**config.mk**
```make
export PLATFORM = sky130hd
export DESIGN_NAME = prio_req_arbiter_flat
export DESIGN_NICKNAME = d
export VERILOG_FILES = /design/src/rtl/arb_pkg.sv /design/src/rtl/prio_req_arbiter_if.sv /design/src/rtl/prio_req_arbiter_enc.sv /design/src/rtl/prio_req_arbiter.sv /design/src/flat_wrapper.sv
export SDC_FILE = /design/constraint.sdc
export NUM_CORES = 1
export LEC_CHECK = 0
export CAP_MARGIN = 20
export CORE_UTILIZATION = 54
export CTS_CLUSTER_DIAMETER = 60
export DETAILED_ROUTE_END_ITERATION = 6
export GPL_ROUTABILITY_DRIVEN = 1
export GPL_TIMING_DRIVEN = 0
export PLACE_DENSITY = 0.93
export SETUP_SLACK_MARGIN = 0.3
export SLEW_MARGIN = 20
export SYNTH_ARGS = -nofsm -noshare
export SYNTH_HDL_FRONTEND = slang
export SYNTH_SLANG_ARGS = --single-unit
export TNS_END_PERCENT = 1
```
**constraint.sdc**
```tcl
create_clock -name clk -period 4.1 [get_ports clk]
set_input_delay 0.82 -clock clk [delete_from_list [all_inputs] [get_ports clk]]
set_output_delay 0.82 -clock clk [all_outputs]
set_load 0.02 [all_outputs]
```
**src/rtl/arb_pkg.sv**
```systemverilog
// Shared constants, state encoding and helpers for the four-requester
// priority arbiter.
package arb_pkg;

  localparam int NREQ             = 4;
  localparam int ID_W             = 2;
  localparam int DEFAULT_MAX_HOLD = 8;

  typedef enum logic {
    ST_IDLE  = 1'b0,
    ST_GRANT = 1'b1
  } state_t;

  function automatic logic [NREQ-1:0] onehot(input logic [ID_W-1:0] idx);
    logic [NREQ-1:0] v;
    v      = '0;
    v[idx] = 1'b1;
    return v;
  endfunction

endpackage

```
**src/rtl/prio_req_arbiter_if.sv**
```systemverilog
// Request/grant bundle between requester agents (master) and the
// arbiter (slave).
interface prio_req_arbiter_if;
  import arb_pkg::*;

  logic [NREQ-1:0] req;
  logic [NREQ-1:0] gnt;
  logic [ID_W-1:0] gnt_id;
  logic            gnt_vld;
  logic            timeout;

  modport master (
    output req,
    input  gnt,
    input  gnt_id,
    input  gnt_vld,
    input  timeout
  );

  modport slave (
    input  req,
    output gnt,
    output gnt_id,
    output gnt_vld,
    output timeout
  );

endinterface

```
**src/rtl/prio_req_arbiter_enc.sv**
```systemverilog
// Fixed-priority encoder, bit 3 highest; same casez decode as the
// shared datapath's select logic.
module prio_enc4
  import arb_pkg::*;
(
  input  logic [NREQ-1:0] vec,
  output logic [ID_W-1:0] idx,
  output logic            valid
);

  always_comb begin
    idx   = 2'd0;
    valid = 1'b1;
    casez (vec)
      4'b1???: idx = 2'd3;
      4'b01??: idx = 2'd2;
      4'b001?: idx = 2'd1;
      4'b0001: idx = 2'd0;
      default: valid = 1'b0;
    endcase
  end

endmodule

```
**src/rtl/prio_req_arbiter.sv**
```systemverilog
// Four-requester arbiter: registered one-hot grant, ownership held while
// requesting, bounded hold time with forced release and a one-shot mask.
module prio_req_arbiter
  import arb_pkg::*;
#(
  parameter int MAX_HOLD = DEFAULT_MAX_HOLD,
  parameter int CNT_W    = 4
) (
  input  logic                clk,
  input  logic                rst_n,
  prio_req_arbiter_if.slave   bus
);

  state_t          state_q, state_d;
  logic [NREQ-1:0] gnt_q, gnt_d;
  logic [ID_W-1:0] id_q, id_d;
  logic [CNT_W-1:0] cnt_q, cnt_d;
  logic [NREQ-1:0] mask_q, mask_d;
  logic            to_q, to_d;

  logic [NREQ-1:0] eff;
  logic [ID_W-1:0] eff_idx, req_idx, win_idx;
  logic            eff_vld, req_vld;

  assign eff = bus.req & ~mask_q;

  prio_enc4 u_enc_eff (.vec(eff),     .idx(eff_idx), .valid(eff_vld));
  prio_enc4 u_enc_req (.vec(bus.req), .idx(req_idx), .valid(req_vld));

  // Falling back to the raw request keeps the mask from blocking a lone requester.
  assign win_idx = eff_vld ? eff_idx : req_idx;

  always_ff @(posedge clk or negedge rst_n) begin
    if (!rst_n) begin
      state_q <= ST_IDLE;
      gnt_q   <= '0;
      id_q    <= '0;
      cnt_q   <= '0;
      mask_q  <= '0;
      to_q    <= 1'b0;
    end else begin
      state_q <= state_d;
      gnt_q   <= gnt_d;
      id_q    <= id_d;
      cnt_q   <= cnt_d;
      mask_q  <= mask_d;
      to_q    <= to_d;
    end
  end

  always_comb begin
    state_d = state_q;
    gnt_d   = gnt_q;
    id_d    = id_q;
    cnt_d   = cnt_q;
    mask_d  = mask_q;
    to_d    = 1'b0;
    case (state_q)
      ST_IDLE: begin
        // The mask only ever covers one arbitration, used or not.
        mask_d = '0;
        if (req_vld) begin
          gnt_d   = onehot(win_idx);
          id_d    = win_idx;
          cnt_d   = CNT_W'(1);
          state_d = ST_GRANT;
        end
      end
      ST_GRANT: begin
        if (!bus.req[id_q]) begin
          gnt_d   = '0;
          cnt_d   = '0;
          state_d = ST_IDLE;
        end else if (cnt_q == CNT_W'(MAX_HOLD)) begin
          gnt_d   = '0;
          cnt_d   = '0;
          to_d    = 1'b1;
          mask_d  = onehot(id_q);
          state_d = ST_IDLE;
        end else begin
          cnt_d = cnt_q + 1'b1;
        end
      end
      default: begin
        gnt_d   = '0;
        cnt_d   = '0;
        state_d = ST_IDLE;
      end
    endcase
  end

  assign bus.gnt     = gnt_q;
  assign bus.gnt_id  = id_q;
  assign bus.gnt_vld = |gnt_q;
  assign bus.timeout = to_q;

endmodule

```
**src/flat_wrapper.sv**
```systemverilog
// flat-port wrapper written by rule: the top's interface ports become plain ports
module prio_req_arbiter_flat import arb_pkg::*;
#(
  parameter int MAX_HOLD = DEFAULT_MAX_HOLD,
  parameter int CNT_W    = 4
)
  (clk, rst_n, bus_req, bus_gnt, bus_gnt_id, bus_gnt_vld, bus_timeout);
  prio_req_arbiter_if bus_i ();
  input  logic clk;
  input  logic rst_n;
  input wire logic [$bits(bus_i.req)-1:0] bus_req;
  output wire logic [$bits(bus_i.gnt)-1:0] bus_gnt;
  output wire logic [$bits(bus_i.gnt_id)-1:0] bus_gnt_id;
  output wire logic [$bits(bus_i.gnt_vld)-1:0] bus_gnt_vld;
  output wire logic [$bits(bus_i.timeout)-1:0] bus_timeout;
  assign bus_i.req = bus_req;
  assign bus_gnt = bus_i.gnt;
  assign bus_gnt_id = bus_i.gnt_id;
  assign bus_gnt_vld = bus_i.gnt_vld;
  assign bus_timeout = bus_i.timeout;
  prio_req_arbiter #(.MAX_HOLD(MAX_HOLD), .CNT_W(CNT_W)) u_core (.clk(clk), .rst_n(rst_n), .bus(bus_i));
endmodule
```
==> impl_metrics.toml <==
[die]
die_w_um = 41.5
dieArea_um2 = 1720
start_util = 0.609
die_y_um = 41.5
io_pins = 14
rows = 13
coreArea_um2 = 1380

[layout]
diodes = 0
stdcell_count = 111
final_nets = 105
layout-drive-gt1-share = 0.146
area_growth_pct = 20.8

[pwr]
power.internal_uw = 361
netSwitchingFraction = 0.396
power.switching_uw = 237
power_density_nw_per_um2 = 588
clockPowerShare = 0.180
p_leak_uw = 0.000454
p_comb_frac = 0.431
ir_drop_v = 0.000434
power_frac_seq = 0.389

[sta]
period_minus_slack_ps = 2590
slew_headroom = 0.522
post-route-period-util = 0.631
setup_viol = 0
fmax_mhz = 387
timing_hold_violations_final = 0
worst_pin_slew_ps = 714
whs_ps = 498
rsz0062_at_grt = "no"
finalClockSkew_ps = 8.11
finalSetupTns_ps = 0
slew_violations = 0

[clocking]
cts_buffer_depth = 2
clkTransAtPathRegs_ps = 100
postCtsSetupRepairBufs = 0
htree_levels = 1
numCtsBuffers = 3
insertion_delay_ps = 300
cts_hold_buf = 0
root_buffer = "clkbuf_4"
ctsResizeCount = 0
cts_num_sinks = 16
cts_tree = "done"

[logic_synthesis]
synth.area.mux_share = 0.0386
synth_fa_ha_area_frac = 0.0297
synth_xor_area_frac = 0.0104
synth-seq-cells = 16
syn-num-nets = 88
synth_cell_types = 37
syn_inst = 80
synth_warnings = 0
synth-edff-count = 0
async_reset_ff_frac = 1.00
synth_top_flop_cell = "dfrtp_1"
syn_area_um2 = 842
synth_top_family_by_area = "compound AO/OA/AOI/OAI gates"
synth-compound-area-share = 0.230
syn_avg_cell_area_um2 = 10.5
synthSimpleGateAreaFrac = 0.162
synth-seq-area-share = 0.475

[place]
dp_hpwl_um = 1300
placedCellCount = 107
io_buffers = 12
gp_congestion = 0.874

[hold_path]
hold_path_class = "reg2reg"
min_to = "u_core.mask_q[1]"
holdPathStages = 1
hold_path.startpoint = "u_core.mask_q[1]"

[route]
drt_iter0_markers = 29
dr.pass1.iters = 4
route.detailed.drc = 0
via_per_inst = 6.50
routedWlPerCell_um = 16.1
antenna_left = 0
totalWireLength_um = 1790
via_count = 722

[setup_path]
path_class = "reg2out"
worst-r2r-setup-slack_ps = 2430
worst-r2r-cell-count = 4
crit_slowest_cell = "clkdlybuf4s50_1"
start_kind = "register"
max_stage_delay_ps = 550
cp_max_fo = 3
path_buf_inv = 1
cp_top_family = "buffers and inverters"
endpoint_kind = "primary output"
required_ps = 3280
r2r-start = "u_core.bus.gnt_id[0]"
cp.arrival_ps = 1770
path_cells = "or4_1, clkdlybuf4s50_1"
r2r-end = "u_core.bus.gnt[0]"

[global_route]
first_global_vias = 729
grt_max_degree = 17
antenna_found_initial = 0
grt_overflow = 0
grt_pass1_wl_um = 3180
track_usage = 0.241

[status]
status = "complete, no violations"

[flow_run]
max_cap_violations = 0
## final cells by class
cell class | count | area (µm²)
Sequential cell | 16 | 400
Multi-Input combinational cell | 54 | 397
Fill cell | 90 | 365
Timing Repair Buffer | 12 | 120
Clock buffer | 4 | 36.3
Inverter | 8 | 30.0
Tap cell | 15 | 18.8
Buffer | 2 | 15.0
## sequential cells by signal (all words and copies together) (netlist names)
signal,cells
u_core.bus.gnt_id,2
u_core.mask_q,4
u_core.bus.timeout,1
u_core.cnt_q,4
u_core.state_q,1
u_core.bus.gnt,4
## cells in the mapped netlist (2+ instances only)
cell	number	share of area
dfrtp_1	16	0.48
inv_1	8	0.036
o21ai_0	6	0.036
nand2_1	5	0.022
a32o_1	4	0.048
a21oi_1	3	0.018
nor2_1	3	0.013
a22o_2	2	0.024
ha_1	2	0.030
nand3_1	2	0.012
nor3_1	2	0.012
o32ai_1	2	0.021
## metal layers
layer / wire length [µm] / track usage / vias to the layer above / part of all wire
li1: - / - / 328 / -
met1: 739 / 0.286 / 344 / 0.41
met2: 860 / 0.400 / 41 / 0.48
met3: 121 / 0.0391 / 9 / 0.068
met4: 69 / 0.161 / 0 / 0.039
met5: 0 / 0 / - / 0
## stage by stage
stage / instance area (µm²) / total power, µW / worst slack (ps) / utilization
2_1_floorplan: 842 / 389 / 2110 / -
3_3_place_gp: 981 / 475 / 1520 / 0.710
3_5_place_dp: 981 / 490 / 1470 / 0.710
4_1_cts: 1020 / 597 / 1510 / 0.736
5_1_grt: 1020 / 637 / 1460 / 0.736
6_report: 1020 / 598 / 1510 / 0.736
## cells in the final DEF (no fill, tap or decap), types with 2 or more instances in the layout
cell             count
nand3_1              2
inv_1                8
nand2_1              5
ha_1                 2
nor2_1               3
o21ai_0              6
o32ai_1              2
nor3_1               2
a32o_1               4
a21oi_1              3
clkbuf_4             3
dfrtp_1             16
a22o_2               2
clkdlybuf4s50_1     12
## how the worst max path moves through the flow
stage                            from                end  slack, ps  depth (start not counted)
detailed placement         bus_req[2]  u_core.bus.gnt[0]       1470                          6
floorplan                  bus_req[3]  u_core.bus.gnt[0]       2110                          5
global placement           bus_req[2]  u_core.bus.gnt[1]       1520                          6
global route        u_core.bus.gnt[1]        bus_gnt_vld       1460                          2
finish              u_core.bus.gnt[1]        bus_gnt_vld       1510                          2
CTS                 u_core.bus.gnt[1]        bus_gnt_vld       1510                          2
## cell families (layout without fill, tap and decap cells)
family | Yosys count | in the layout
flops | 16 | 16
fa+ha+maj | 2 | 2
simple gates | 24 | 24
xor+xnor | 1 | 1
compound gates | 25 | 25
mux | 2 | 2
buf+inv | 10 | 26
## power groups by stage
stage	sequential (µW)	combinational [µW]	clock [µW]
after floorplan	252	137	0
after global placement	231	243	0
after detailed placement	235	255	0
after CTS	232	256	108
after global routing	240	283	114
final	233	258	108
(Power assumes the default switching activity.)
